**config.mk**
```make
export PLATFORM = sky130hd
export DESIGN_NAME = sram_phase_sequencer
export DESIGN_NICKNAME = d
export VERILOG_FILES = /design/src/rtl/sram_seq_pkg.sv /design/src/rtl/sram_owner_mux.sv /design/src/rtl/sram_phase_sequencer.sv
export SDC_FILE = /design/constraint.sdc
export NUM_CORES = 1
export LEC_CHECK = 0
export BUFFER_PORTS_ARGS = -buffer_cell sky130_fd_sc_hd__buf_2
export CORE_MARGIN = 5
export CORE_UTILIZATION = 50
export DETAILED_ROUTE_END_ITERATION = 8
export PLACE_DENSITY = 0.81
export RECOVER_POWER = 25
export SLEW_MARGIN = 20
export SYNTH_ARGS = -nofsm -noshare
export SYNTH_HDL_FRONTEND = slang
export SYNTH_HIERARCHICAL = 1
export SYNTH_SLANG_ARGS = --single-unit
export TNS_END_PERCENT = 5
```
**constraint.sdc**
```tcl
create_clock -name CLOCK_50_I -period 2.5 [get_ports CLOCK_50_I]
set_clock_uncertainty 0.05 [all_clocks]
set_input_delay 0.125 -clock CLOCK_50_I [delete_from_list [all_inputs] [get_ports CLOCK_50_I]]
set_output_delay 0.125 -clock CLOCK_50_I [all_outputs]
set_load 0.03 [all_outputs]
```
**src/rtl/sram_seq_pkg.sv**
```systemverilog
// Shared types and helpers for the SRAM phase sequencer.
// The optional second processing phase is enabled by defining M2_PHASE_EN.
package sram_seq_pkg;

  localparam int ADDR_W  = 18;
  localparam int DATA_W  = 16;
  localparam int TIMER_W = 26;
  localparam int GAP_W   = 4;

  localparam logic [2:0] PHASE_IDLE = 3'd0;
  localparam logic [2:0] PHASE_UART = 3'd1;
  localparam logic [2:0] PHASE_GAP  = 3'd2;
  localparam logic [2:0] PHASE_M1   = 3'd3;
  localparam logic [2:0] PHASE_M2   = 3'd4;
  localparam logic [2:0] PHASE_VGA  = 3'd5;

  typedef enum logic [2:0] {
    S_IDLE,
    S_UART_ARM,
    S_UART_RX,
    S_GAP,
    S_M1,
`ifdef M2_PHASE_EN
    S_M2,
`endif
    S_VGA
  } seq_state_type;

  typedef enum logic [2:0] {
    OWNER_NONE,
    OWNER_UART,
    OWNER_M1,
`ifdef M2_PHASE_EN
    OWNER_M2,
`endif
    OWNER_VGA
  } sram_owner_type;

  // Which unit owns the SRAM port while the FSM sits in a given phase.
  function automatic sram_owner_type owner_of(input seq_state_type s);
    case (s)
      S_UART_ARM, S_UART_RX: return OWNER_UART;
      S_M1:                  return OWNER_M1;
`ifdef M2_PHASE_EN
      S_M2:                  return OWNER_M2;
`endif
      S_VGA:                 return OWNER_VGA;
      default:               return OWNER_NONE;
    endcase
  endfunction

  function automatic logic [2:0] phase_of(input seq_state_type s);
    case (s)
      S_UART_ARM, S_UART_RX: return PHASE_UART;
      S_GAP:                 return PHASE_GAP;
      S_M1:                  return PHASE_M1;
`ifdef M2_PHASE_EN
      S_M2:                  return PHASE_M2;
`endif
      S_VGA:                 return PHASE_VGA;
      default:               return PHASE_IDLE;
    endcase
  endfunction

endpackage

```
**src/rtl/sram_owner_mux.sv**
```systemverilog
// Combinational owner-select of the shared SRAM controller port.
// M2 inputs exist only when M2_PHASE_EN is defined.
module sram_owner_mux
  import sram_seq_pkg::*;
(
  input  sram_owner_type    owner_i,
  input  logic              block_i,
  input  logic [ADDR_W-1:0] hold_addr_i,
  input  logic [ADDR_W-1:0] uart_addr_i,
  input  logic [DATA_W-1:0] uart_data_i,
  input  logic              uart_we_n_i,
  input  logic [ADDR_W-1:0] m1_addr_i,
  input  logic [DATA_W-1:0] m1_data_i,
  input  logic              m1_we_n_i,
`ifdef M2_PHASE_EN
  input  logic [ADDR_W-1:0] m2_addr_i,
  input  logic [DATA_W-1:0] m2_data_i,
  input  logic              m2_we_n_i,
`endif
  input  logic [ADDR_W-1:0] vga_addr_i,
  output logic [ADDR_W-1:0] sram_addr_o,
  output logic [DATA_W-1:0] sram_data_o,
  output logic              sram_we_n_o
);

  // With no live owner the address parks on the last value and writes stay off.
  always_comb begin
    sram_addr_o = hold_addr_i;
    sram_data_o = '0;
    sram_we_n_o = 1'b1;
    if (!block_i) begin
      case (owner_i)
        OWNER_UART: begin
          sram_addr_o = uart_addr_i;
          sram_data_o = uart_data_i;
          sram_we_n_o = uart_we_n_i;
        end
        OWNER_M1: begin
          sram_addr_o = m1_addr_i;
          sram_data_o = m1_data_i;
          sram_we_n_o = m1_we_n_i;
        end
`ifdef M2_PHASE_EN
        OWNER_M2: begin
          sram_addr_o = m2_addr_i;
          sram_data_o = m2_data_i;
          sram_we_n_o = m2_we_n_i;
        end
`endif
        OWNER_VGA: begin
          sram_addr_o = vga_addr_i;
        end
        default: begin
          sram_addr_o = hold_addr_i;
        end
      endcase
    end
  end

endmodule

```
**src/rtl/sram_phase_sequencer.sv**
```systemverilog
// Image-flow sequencer: UART load -> M1 (-> M2 with M2_PHASE_EN) -> VGA,
// sole owner of the SRAM controller port with a write-blocked gap at each handover.
module sram_phase_sequencer
  import sram_seq_pkg::*;
#(
  parameter int TIMEOUT_CYCLES = 50_000_000,
  parameter int GAP_CYCLES     = 2
) (
  input  logic              CLOCK_50_I,
  input  logic              Resetn,
  input  logic              Start_pulse,
  input  logic              UART_RX_I,
  output logic              UART_rx_initialize,
  output logic              UART_rx_enable,
  input  logic [ADDR_W-1:0] UART_SRAM_address,
  input  logic [DATA_W-1:0] UART_SRAM_write_data,
  input  logic              UART_SRAM_we_n,
  output logic              M1_start,
  input  logic              M1_done,
  input  logic [ADDR_W-1:0] M1_SRAM_address,
  input  logic [DATA_W-1:0] M1_SRAM_write_data,
  input  logic              M1_SRAM_we_n,
`ifdef M2_PHASE_EN
  output logic              M2_start,
  input  logic              M2_done,
  input  logic [ADDR_W-1:0] M2_SRAM_address,
  input  logic [DATA_W-1:0] M2_SRAM_write_data,
  input  logic              M2_SRAM_we_n,
`endif
  output logic              VGA_enable,
  input  logic [ADDR_W-1:0] VGA_SRAM_address,
  output logic [ADDR_W-1:0] SRAM_address,
  output logic [DATA_W-1:0] SRAM_write_data,
  output logic              SRAM_we_n,
  output logic [2:0]        Phase
);

  localparam logic [TIMER_W-1:0] TIMEOUT_LAST = TIMER_W'(TIMEOUT_CYCLES - 1);
  localparam logic [GAP_W-1:0]   GAP_LAST     = GAP_W'(GAP_CYCLES - 1);

  seq_state_type     state_q, state_d;
  seq_state_type     target_q, target_d;
  sram_owner_type    owner_q, owner_d;
  logic [GAP_W-1:0]  gap_cnt_q, gap_cnt_d;
  logic [TIMER_W-1:0] timer_q, timer_d;
  logic [ADDR_W-1:0] hold_addr_q, hold_addr_d;

  logic          timeout_hit;
  logic          enter_gap;
  seq_state_type gap_to;

  // An address of 0 means nothing has been received yet, so never time out.
  assign timeout_hit = (timer_q == TIMEOUT_LAST) && (UART_SRAM_address != '0);

  always_comb begin
    state_d            = state_q;
    target_d           = target_q;
    owner_d            = owner_q;
    gap_cnt_d          = gap_cnt_q;
    timer_d            = '0;
    UART_rx_initialize = 1'b0;
    UART_rx_enable     = 1'b0;
    enter_gap          = 1'b0;
    gap_to             = target_q;
    case (state_q)
      S_IDLE: begin
        if (Start_pulse || !UART_RX_I) begin
          UART_rx_initialize = 1'b1;
          state_d            = S_UART_ARM;
          owner_d            = OWNER_UART;
        end
      end
      S_UART_ARM: begin
        UART_rx_enable = 1'b1;
        state_d        = S_UART_RX;
      end
      S_UART_RX: begin
        if (timeout_hit) begin
          UART_rx_initialize = 1'b1;
          enter_gap          = 1'b1;
          gap_to             = S_M1;
        end else begin
          UART_rx_enable = 1'b1;
          if (!UART_SRAM_we_n) begin
            timer_d = '0;
          end else if (timer_q != TIMEOUT_LAST) begin
            timer_d = timer_q + 1'b1;
          end else begin
            timer_d = timer_q;
          end
        end
      end
      S_GAP: begin
        if (gap_cnt_q == GAP_LAST) begin
          state_d = target_q;
        end else begin
          gap_cnt_d = gap_cnt_q + 1'b1;
        end
      end
      S_M1: begin
        if (M1_done) begin
          enter_gap = 1'b1;
`ifdef M2_PHASE_EN
          gap_to    = S_M2;
`else
          gap_to    = S_VGA;
`endif
        end
      end
`ifdef M2_PHASE_EN
      S_M2: begin
        if (M2_done) begin
          enter_gap = 1'b1;
          gap_to    = S_VGA;
        end
      end
`endif
      S_VGA: begin
        if (Start_pulse) begin
          UART_rx_initialize = 1'b1;
          enter_gap          = 1'b1;
          gap_to             = S_UART_ARM;
        end
      end
      default: begin
        state_d = S_IDLE;
        owner_d = OWNER_NONE;
      end
    endcase
    // The owner register is retargeted once, on gap entry; the gap itself blocks writes.
    if (enter_gap) begin
      state_d   = S_GAP;
      target_d  = gap_to;
      owner_d   = owner_of(gap_to);
      gap_cnt_d = '0;
    end
  end

  assign hold_addr_d = ((state_q != S_GAP) && (owner_q != OWNER_NONE)) ? SRAM_address
                                                                      : hold_addr_q;

  always_ff @(posedge CLOCK_50_I or negedge Resetn) begin
    if (!Resetn) begin
      state_q     <= S_IDLE;
      target_q    <= S_IDLE;
      owner_q     <= OWNER_NONE;
      gap_cnt_q   <= '0;
      timer_q     <= '0;
      hold_addr_q <= '0;
    end else begin
      state_q     <= state_d;
      target_q    <= target_d;
      owner_q     <= owner_d;
      gap_cnt_q   <= gap_cnt_d;
      timer_q     <= timer_d;
      hold_addr_q <= hold_addr_d;
    end
  end

  assign M1_start   = (state_q == S_M1);
`ifdef M2_PHASE_EN
  assign M2_start   = (state_q == S_M2);
`endif
  assign VGA_enable = (state_q == S_VGA);
  assign Phase      = phase_of(state_q);

  sram_owner_mux u_owner_mux (
    .owner_i     (owner_q),
    .block_i     (state_q == S_GAP),
    .hold_addr_i (hold_addr_q),
    .uart_addr_i (UART_SRAM_address),
    .uart_data_i (UART_SRAM_write_data),
    .uart_we_n_i (UART_SRAM_we_n),
    .m1_addr_i   (M1_SRAM_address),
    .m1_data_i   (M1_SRAM_write_data),
    .m1_we_n_i   (M1_SRAM_we_n),
`ifdef M2_PHASE_EN
    .m2_addr_i   (M2_SRAM_address),
    .m2_data_i   (M2_SRAM_write_data),
    .m2_we_n_i   (M2_SRAM_we_n),
`endif
    .vga_addr_i  (VGA_SRAM_address),
    .sram_addr_o (SRAM_address),
    .sram_data_o (SRAM_write_data),
    .sram_we_n_o (SRAM_we_n)
  );

endmodule

```
==> reports/qor.tcl <==
set qor(h-tree-depth) 2
set qor(synth_register_bits) 56
set qor(area_growth_syn_to_layout_pct) 25.6
set qor(vias) 3554
set qor(netlist_instances) 384
set qor(fmax_ghz) 0.425
set qor(totalNegativeSetupSlack_ns) 0
set qor(postLayoutCellArea_um2) 4600
set qor(timing.critical_path.required_ns) 2.33
set qor(antenna_cells) 0
set qor(fin_nets) 620
set qor(share_comb_of_total_power) 0.581
set qor(post_synth.cell_area_avg_um2) 9.55
set qor(final.fill_count) 579
set qor(power.internal_mw) 2.62
set qor(maxSlewViolCount) 0
set qor(data_arrival_time_of_the_critical_path_ns) 2.18
set qor(ios) 135
set qor(layout_common_cells) {sky130_fd_sc_hd__buf_2, sky130_fd_sc_hd__nor2_1, sky130_fd_sc_hd__dfrtp_1}
set qor(leakage_power_figure_nw) 2.21
set qor(rr_worst_depth) 7
set qor(finalHoldViolations) 0
set qor(rsz_0062_raised_after_global_routing) {no}
set qor(track_usage) 0.214
set qor(design.die.area_um2) 9140
set qor(die-height_um) 95.6
set qor(cap_violations) 0
set qor(timing.hold.worst.class) {in -> reg}
set qor(worstReg2RegEnd) {gap_cnt_q[0]}
set qor(std_cell_rows) 31
set qor(final_setup_slack_of_the_worst_path_ns) 0.148
set qor(hold_path_startpoint) {UART_SRAM_we_n}
set qor(drt-initial-drc-count) 275
set qor(holdPathStages) 3
set qor(remaining_overflow_grt) 0
set qor(initial_antenna_violation_count) 0
set qor(post_synth_edffs) 0
set qor(cts-root-buf) {sky130_fd_sc_hd__clkbuf_8}
set qor(routed_wire_length_per_instance_um) 16.2
set qor(die-width_um) 95.6
set qor(ir_worst_vdd_uv) 486
set qor(timing.setup.critical_path_class) {reg -> out}
set qor(pre_cts_slack_ns) 0.311
set qor(synth_area_um2) 3670
set qor(max_stage_delay_ns) 0.42
set qor(tritoncts) {built}
set qor(timing.max_slew.rel_slack) 0.179
set qor(final_antenna_net_count) 0
set qor(part_of_the_cycle_the_worst_path_needs) 0.941
set qor(r2r_slack_ns) 0.47
set qor(port-buffer-count) 134
set qor(drt-total-wl_um) 10100
set qor(sequential_share_of_power) 0.276
set qor(placeableCoreArea_um2) 7210
set qor(netSwitchingPower_mw) 2.03
set qor(drt-vias-per-instance) 5.70
set qor(clk_pin_slew_worst_paths_ns) 0.10
set qor(total_power_mw) 4.65
set qor(grt_pass1_vias) 3354
set qor(regToRegStartpoint) {timer_q[0]}
set qor(switching_share) 0.437
set qor(async_set_reset_flop_share_out_of_synthesis) 1.00
set qor(worstSkewPairLatency_ns) 0.30
set qor(placed_cells_incl_taps) 614
set qor(detailed_place_hpwl_um) 7910
set qor(ys_dominant_reg_cell) {sky130_fd_sc_hd__dfrtp_1}
set qor(post-route-util) 0.638
set qor(share_clk_of_total_power) 0.143
set qor(result_of_the_run) {complete, no violations}
set qor(p_per_area_nw_per_um2) 1010
set qor(timing.critical_path.fanout_max) 8
set qor(grt_max_degree) 24
set qor(crit_path_end_kind) {primary output}
set qor(grt_pass1_wl_um) 15700
set qor(post_synth_num_cell_types) 58
set qor(firstDrtPassIters) 5
set qor(drive_above_1_share) 0.380
set qor(post_route_non_filler_standard_cell_count) 623
set qor(finalSetupViolations) 0
set qor(worst_hold_slack_ns) 0.0391
set qor(place_congestion) 0.881
set qor(clockBufferDepth) 2
set qor(mostFrequentLayoutCell) {sky130_fd_sc_hd__buf_2}
set qor(crit_path_cell_trace) {ha_2 > and4_2 > and2_4 > nand3_2 > or3_4 > o21ai_0 > buf_4}
set qor(slowest_stage) {sky130_fd_sc_hd__dfrtp_1}
set qor(clock-sinks) 56
set qor(timing.critical_path.from_type) {register}
set qor(yosysSeqAreaShare) 0.382
set qor(detailed_place.area_um2) 4440
set qor(finalCriticalPeriod_ns) 2.35
set qor(tightest_slew_ns) 1.23
set qor(timing.hold.worst_endpoint) {timer_q[24]}
set qor(drc) 0
set qor(initial_core_util) 0.508
set qor(yosysWarnings) 6
set qor(cts_buffers) 5
## state kept, by name, indices dropped and copies added (netlist names)
signal / cells
owner_q: 2
gap_cnt_q: 4
target_q: 3
timer_q: 26
hold_addr_q: 18
state_q: 3
## routing by layer
layer | up-vias | global-route usage | part of all wire
li1 | 1690 | - | -
met1 | 1678 | 0.270 | 0.40
met2 | 165 | 0.360 | 0.48
met3 | 21 | 0.0497 | 0.10
met4 | 0 | 0.0735 | 0.021
met5 | - | 0 | 0
## worst max-delay path by stage
stage / start / end / slack (ns) / cells after the start
final: timer_q[0] / UART_rx_initialize / 0.15 / 7
after detailed placement: timer_q[0] / UART_rx_initialize / 0.31 / 7
after global routing: timer_q[0] / UART_rx_initialize / 0.02 / 7
after global placement: timer_q[0] / UART_rx_initialize / 0.37 / 7
after floorplan: state_q[2] / hold_addr_q[7] / 0.35 / 8
after CTS: state_q[0] / SRAM_address[2] / -0.003 / 5
## Yosys cell counts (2+ instances only)
library cell / instances / share of area
sky130_fd_sc_hd__a211oi_1: 4 / 0.0082
sky130_fd_sc_hd__a21o_1: 2 / 0.0041
sky130_fd_sc_hd__a21oi_1: 7 / 0.0096
sky130_fd_sc_hd__a221o_1: 8 / 0.022
sky130_fd_sc_hd__a221o_2: 10 / 0.031
sky130_fd_sc_hd__a22oi_1: 16 / 0.033
sky130_fd_sc_hd__a31oi_1: 5 / 0.0085
sky130_fd_sc_hd__and2_1: 3 / 0.0051
sky130_fd_sc_hd__and3_1: 5 / 0.0085
sky130_fd_sc_hd__and4_1: 4 / 0.0096
sky130_fd_sc_hd__buf_2: 4 / 0.0055
sky130_fd_sc_hd__buf_4: 4 / 0.0082
sky130_fd_sc_hd__buf_6: 4 / 0.012
sky130_fd_sc_hd__clkbuf_1: 7 / 0.0072
sky130_fd_sc_hd__dfrtp_1: 56 / 0.38
sky130_fd_sc_hd__ha_1: 3 / 0.010
sky130_fd_sc_hd__inv_1: 5 / 0.0051
sky130_fd_sc_hd__mux2_2: 18 / 0.055
sky130_fd_sc_hd__mux2i_1: 21 / 0.057
sky130_fd_sc_hd__nand2_1: 22 / 0.023
sky130_fd_sc_hd__nand2b_1: 6 / 0.010
sky130_fd_sc_hd__nand3_1: 12 / 0.016
sky130_fd_sc_hd__nand4_1: 10 / 0.017
sky130_fd_sc_hd__nor2_1: 70 / 0.072
sky130_fd_sc_hd__nor3_1: 5 / 0.0068
sky130_fd_sc_hd__nor3b_2: 2 / 0.0068
sky130_fd_sc_hd__nor4_1: 4 / 0.0068
sky130_fd_sc_hd__nor4_4: 2 / 0.012
sky130_fd_sc_hd__o211ai_1: 4 / 0.0082
sky130_fd_sc_hd__o21ai_0: 9 / 0.012
sky130_fd_sc_hd__o22ai_1: 2 / 0.0034
sky130_fd_sc_hd__or3_1: 7 / 0.012
sky130_fd_sc_hd__xnor2_1: 9 / 0.022
sky130_fd_sc_hd__xor2_1: 10 / 0.024
## worst max-delay path: cells and delay by family, from the launching register on
| family | cells | cell delay [ns] |
|---|---|---|
| compound gates | 1 | 0.09 |
| fa+ha+maj | 1 | 0.22 |
| buf+inv | 1 | 0.18 |
| flops | 1 | 0.42 |
| simple gates | 4 | 0.96 |
## power groups by stage
stage	clock network (mW)	logic (mW)	registers [mW]
5_1_grt	0.719	2.91	1.31
6_report	0.664	2.70	1.28
3_5_place_dp	0	2.67	1.30
3_3_place_gp	0	2.61	1.29
4_1_cts	0.684	2.67	1.28
2_1_floorplan	0	2.00	1.27
## logic make-up (layout without fill, tap and decap cells)
group / Yosys count / after routing / share of synthesized area
AOI/OAI and AO/OA: 76 / 76 / 0.167
xor gates and xnor gates: 19 / 19 / 0.0454
adders and majority gates: 3 / 3 / 0.0102
buffers and inverters: 25 / 161 / 0.0423
DFF: 56 / 56 / 0.382
muxes: 39 / 39 / 0.113
other: 1 / 5 / 0.00102
and+or+nand+nor: 165 / 165 / 0.239
## cell type report
| class | count | area, µm² | share of cell area |
|---|---|---|---|
| Clock buffer | 5 | 68.8 | 0.0149 |
| Clock inverter | 2 | 60.1 | 0.0130 |
| Inverter | 5 | 18.8 | 0.00408 |
| Multi-Input combinational cell | 307 | 2140 | 0.464 |
| Sequential cell | 56 | 1400 | 0.304 |
| Tap cell | 99 | 124 | 0.0269 |
| Timing Repair Buffer | 149 | 795 | 0.173 |
## timing repair
item,in CTS,in global routing
pin swaps,1,1
endpoints found under the hold margin,20,0
hold buffers,1,0
endpoints found under the setup margin,13,20
resized for setup,1,5
buffers inserted,0,1
(Power assumes the default switching activity.)
